--- config.mk ---
export PLATFORM = sky130hd
export DESIGN_NAME = systolic_2x2_sequencer
export DESIGN_NICKNAME = d
export VERILOG_FILES = /design/src/rtl/systolic_2x2_sequencer.sv
export SDC_FILE = /design/constraint.sdc
export NUM_CORES = 1
export LEC_CHECK = 0
export BUFFER_PORTS_ARGS = -buffer_cell sky130_fd_sc_hd__buf_2
export CAP_MARGIN = 5
export CORE_ASPECT_RATIO = 0.75
export CORE_MARGIN = 2
export CORE_UTILIZATION = 45
export CTS_CLUSTER_SIZE = 8
export DETAILED_ROUTE_END_ITERATION = 10
export GPL_ROUTABILITY_DRIVEN = 0
export GPL_TIMING_DRIVEN = 0
export PLACE_DENSITY = 0.73
export SLEW_MARGIN = 20
export SYNTH_ARGS = -nofsm -noshare
export SYNTH_HDL_FRONTEND = slang
export SYNTH_SLANG_ARGS = --single-unit
--- constraint.sdc ---
create_clock -name clk -period 2.6 [get_ports clk]
set_input_delay 0.26 -clock clk [delete_from_list [all_inputs] [get_ports clk]]
set_output_delay 0.26 -clock clk [all_outputs]
set_load 0.01 [all_outputs]
--- src/rtl/systolic_2x2_sequencer.sv ---
// Operand sequencer and result collector for a 2x2 output-stationary
// systolic array. Latches a job (A, B), clears the array accumulators,
// streams the k=0 and k=1 operand column/row pairs, waits one drain cycle,
// then holds C = A*B behind a valid/ready handshake until it is taken.
//
//   state   | meaning
//   --------+----------------------------------------------------------
//   S_IDLE  | in_ready high, waiting for a job
//   S_CLEAR | array accumulators held in reset for one cycle
//   S_FEED0 | k=0 operands on the array edges
//   S_FEED1 | k=1 operands on the array edges
//   S_DRAIN | operands zero, array sums final, captured at exit edge
//   S_DONE  | out_valid high, result held until out_ready
module systolic_2x2_sequencer #(
  parameter int W = 8
) (
  input  logic           clk,
  input  logic           rst,
  input  logic           in_valid_i,
  output logic           in_ready_o,
  input  logic [W-1:0]   a00_i,
  input  logic [W-1:0]   a01_i,
  input  logic [W-1:0]   a10_i,
  input  logic [W-1:0]   a11_i,
  input  logic [W-1:0]   b00_i,
  input  logic [W-1:0]   b01_i,
  input  logic [W-1:0]   b10_i,
  input  logic [W-1:0]   b11_i,
  output logic           arr_rst_n_o,
  output logic [W-1:0]   arr_a0_o,
  output logic [W-1:0]   arr_a1_o,
  output logic [W-1:0]   arr_b0_o,
  output logic [W-1:0]   arr_b1_o,
  input  logic [2*W:0]   arr_o1_i,
  input  logic [2*W:0]   arr_o2_i,
  input  logic [2*W:0]   arr_o3_i,
  input  logic [2*W:0]   arr_o4_i,
  output logic           out_valid_o,
  input  logic           out_ready_i,
  output logic [2*W:0]   c00_o,
  output logic [2*W:0]   c01_o,
  output logic [2*W:0]   c10_o,
  output logic [2*W:0]   c11_o
);

  typedef enum logic [2:0] {
    S_IDLE,
    S_CLEAR,
    S_FEED0,
    S_FEED1,
    S_DRAIN,
    S_DONE
  } state_t;

  state_t         state_q;
  logic [W-1:0]   a00_q, a01_q, a10_q, a11_q;
  logic [W-1:0]   b00_q, b01_q, b10_q, b11_q;
  logic           arr_rst_n_q;
  logic [W-1:0]   arr_a0_q, arr_a1_q, arr_b0_q, arr_b1_q;
  logic           out_valid_q;
  logic [2*W:0]   c00_q, c01_q, c10_q, c11_q;

  // Qualified with rst so a job can never be offered-and-accepted while the
  // block is held in reset.
  assign in_ready_o = rst && (state_q == S_IDLE);

  // Sequencer: state, latched job, registered array drive and result capture.
  always_ff @(posedge clk or negedge rst) begin
    if (!rst) begin
      state_q     <= S_IDLE;
      a00_q       <= '0;
      a01_q       <= '0;
      a10_q       <= '0;
      a11_q       <= '0;
      b00_q       <= '0;
      b01_q       <= '0;
      b10_q       <= '0;
      b11_q       <= '0;
      arr_rst_n_q <= 1'b0;
      arr_a0_q    <= '0;
      arr_a1_q    <= '0;
      arr_b0_q    <= '0;
      arr_b1_q    <= '0;
      out_valid_q <= 1'b0;
      c00_q       <= '0;
      c01_q       <= '0;
      c10_q       <= '0;
      c11_q       <= '0;
    end else begin
      case (state_q)
        S_IDLE: begin
          arr_rst_n_q <= 1'b1;
          if (in_valid_i) begin
            a00_q       <= a00_i;
            a01_q       <= a01_i;
            a10_q       <= a10_i;
            a11_q       <= a11_i;
            b00_q       <= b00_i;
            b01_q       <= b01_i;
            b10_q       <= b10_i;
            b11_q       <= b11_i;
            arr_rst_n_q <= 1'b0;
            state_q     <= S_CLEAR;
          end
        end
        S_CLEAR: begin
          arr_rst_n_q <= 1'b1;
          arr_a0_q    <= a00_q;
          arr_a1_q    <= a10_q;
          arr_b0_q    <= b00_q;
          arr_b1_q    <= b01_q;
          state_q     <= S_FEED0;
        end
        S_FEED0: begin
          arr_a0_q <= a01_q;
          arr_a1_q <= a11_q;
          arr_b0_q <= b10_q;
          arr_b1_q <= b11_q;
          state_q  <= S_FEED1;
        end
        S_FEED1: begin
          arr_a0_q <= '0;
          arr_a1_q <= '0;
          arr_b0_q <= '0;
          arr_b1_q <= '0;
          state_q  <= S_DRAIN;
        end
        S_DRAIN: begin
          c00_q       <= arr_o1_i;
          c01_q       <= arr_o2_i;
          c10_q       <= arr_o3_i;
          c11_q       <= arr_o4_i;
          out_valid_q <= 1'b1;
          state_q     <= S_DONE;
        end
        S_DONE: begin
          if (out_ready_i) begin
            out_valid_q <= 1'b0;
            state_q     <= S_IDLE;
          end
        end
        default: begin
          arr_rst_n_q <= 1'b1;
          arr_a0_q    <= '0;
          arr_a1_q    <= '0;
          arr_b0_q    <= '0;
          arr_b1_q    <= '0;
          out_valid_q <= 1'b0;
          state_q     <= S_IDLE;
        end
      endcase
    end
  end

  assign arr_rst_n_o = arr_rst_n_q;
  assign arr_a0_o    = arr_a0_q;
  assign arr_a1_o    = arr_a1_q;
  assign arr_b0_o    = arr_b0_q;
  assign arr_b1_o    = arr_b1_q;
  assign out_valid_o = out_valid_q;
  assign c00_o       = c00_q;
  assign c01_o       = c01_q;
  assign c10_o       = c10_q;
  assign c11_o       = c11_q;

endmodule

==> reports/metrics.csv <==
metric,value,unit
cts_setup_buffers,0,
fin_setup_tns,0,ns
arrival,2.05,ns
path_cells,"dlygate4sd3_1, buf_8, buf_16, nor4b_1, buf_2",
grt_max_degree,106,
die_area,16000,um^2
drt_iter0_drc,217,
critPathMaxStageDelay,0.56,ns
drv_cap,0,
status,"complete, no violations",
grt_pass1_vias,4959,
die_h,110,um
cpMaxStageDelayCell,dlygate4sd3_1,
worst-path-stages,5,
nNetsFinal,864,
synth_warnings,0,
synth_most_common_cell,dfrtp_1,
fin_util,60.7,%
area_growth,30.9,%
dieWidth,146,um
irDropWorstVdd,0.000632,V
syn_area,6770,um^2
drc,0,
cp_data_required_time,2.34,ns
crit_type,in2out,
setup_ws,0.293,ns
seqCellArea,4230,um^2
max_slew_margin,59.1,%
tightest_slew,0.614,ns
synth_seq_cells,169,
cts_tree,yes,
clock-sinks,169,
synth_top_cells_by_count,"169 x dfrtp_1, 83 x mux2_2, 49 x mux2_1",
viasPerCell,4.97,
syn_nets,604,
overflow,0,
critPathCaptureType,output port,
grt_usage,20.1,%
postSynthCellCount,468,
cp-startpoint,rst,
clockBufferDepth,2,
skew,0.00900,ns
core_area,14600,um^2
place_ws,0.599,ns
drive_gt1_share,50.2,%
r2r_end,c00_o[15],
synthArstFlopShare,100,%
antenna_found_initial,1,
fin_crit,2.31,ns
cp_top_family,buffers and inverters,
synthFlopType,dfrtp_1,
clock_latency,0.42,ns
clk_pin_slew,0.06,ns
ioPinCount,239,
vias,4683,
rows,38,
hold_class,in2reg,
path_buf_inv,4,
r2r_slack,0.65,ns
cts.repair.resized,0,
seq_area_frac_synth,62.5,%
p_per_area,1280,nW/um^2
drt-wirelength-per-cell,16.9,um
firstDrtPassIters,4,
cts-htree-levels,4,
rsz0062_at_grt,false,
synth_top_area_share,62.5,%
final_antenna_net_count,0,
maxSlewViolCount,0,
wl,15900,um
r2r_cells,5,
cts-root-buf,clkbuf_16,
fmax,0.433,GHz
holdWs,0.0491,ns
critPathMaxFanout,67,
n_fill_cell,1203,
port-buffer-count,238,
grt_first_pass_wirelength,24900,um
cts_buffers,17,
crit_end,in_ready_o,
initial_core_util,46.4,%
synth_edf_count,0,
avgSynthCellArea,14.5,um^2
ys_types,27,
hold_violations,0,
setup_viol,0,
yosysTopAreaCell,dfrtp_1,
multi_input_area,2230,um^2
final.period_utilization,88.7,%
post-dp-hpwl,11600,um
start_kind,input port,
r2r_start,state_q[2],
p_leak,4.43,nW
synth_area_leaders,"dfrtp_1 62%, mux2_2 14%, mux2_1 8.2%, o32ai_1 3.1%, a21o_1 2.8%",
## per-layer routing
metal	part of all wire [%]	track usage [%]	vias to the layer above
met1	44	25.8	2336
li1	-	-	2175
met2	48	32.5	159
met5	0	0	-
met4	1.1	7.07	0
met3	6.7	6.58	13
## layout make-up
type | instances | area share [%]
multi-input combinational | 239 | 25.1
clock buffer | 24 | 5.78
buffer | 33 | 2.37
antenna | 1 | 0.0283
sequential | 169 | 47.8
tap | 200 | 2.83
clock inverter | 8 | 0.678
timing repair buffer | 241 | 14.3
inverter | 27 | 1.14
## sequential cells by signal, summed over array words and instances, names as in the netlist
signal / count
b11_q: 8
b01_q: 8
b10_q: 8
arr_b1_o: 8
arr_b0_o: 8
arr_a0_o: 8
a11_q: 8
c00_o: 17
state_q: 3
a01_q: 8
b00_q: 8
c10_o: 17
a00_q: 8
arr_rst_n_o: 1
c11_o: 17
out_valid_o: 1
arr_a1_o: 8
c01_o: 17
a10_q: 8
## report_power, final
part / internal, mW / switching [mW] / leakage [nW]
Combinational: 2.15 / 2.17 / 2.12
Sequential: 3.95 / 0.654 / 2.03
Clock: 1.38 / 1.03 / 0.279
## logic make-up after synthesis
family | Yosys count | share of synthesized area (%)
AOI/OAI and AO/OA | 73 | 8.54
and+or+nand+nor | 34 | 2.40
DFF | 169 | 62.5
buffers and inverters | 60 | 4.60
muxes | 132 | 22.0
## worst min path at each step
| stage | slack [ns] | depth (start not counted) | to | start |
|---|---|---|---|---|
| floorplan | -0.04 | 0 | a00_q[0] | rst |
| global placement | 0.46 | 1 | arr_a1_o[7] | arr_a1_o[7] |
| detailed placement | 0.24 | 1 | b10_q[6] | rst |
| CTS | 0.03 | 2 | a11_q[3] | a11_i[3] |
| global route | 0.04 | 2 | a11_q[3] | a11_i[3] |
| finish | 0.05 | 2 | a00_q[2] | a00_i[2] |
## per-stage QoR
stage	cell area, um^2	std cells	total power, mW
finish	8860	942	11.3
global route	8850	941	12.1
CTS	8830	940	11.5
detailed placement	8250	907	9.02
global placement	8210	906	8.77
floorplan	6770	468	7.33
## cells in the final DEF (no fill, tap or decap), types with 9 or more instances in the layout
cell,count
a21o_1,25
o2bb2ai_1,9
mux2_2,83
clkbuf_1,15
inv_1,27
o32ai_1,24
a22oi_1,9
nand2_1,24
clkbuf_16,18
dfrtp_1,169
mux2_1,49
buf_2,243
## what timing repair did
item | 4_1_cts | 5_1_grt
endpoints found under the hold margin | 65 | 0
setup endpoints to repair | 0 | 1
hold buffers | 1 | 0
Power figures use the tool's default switching activity.
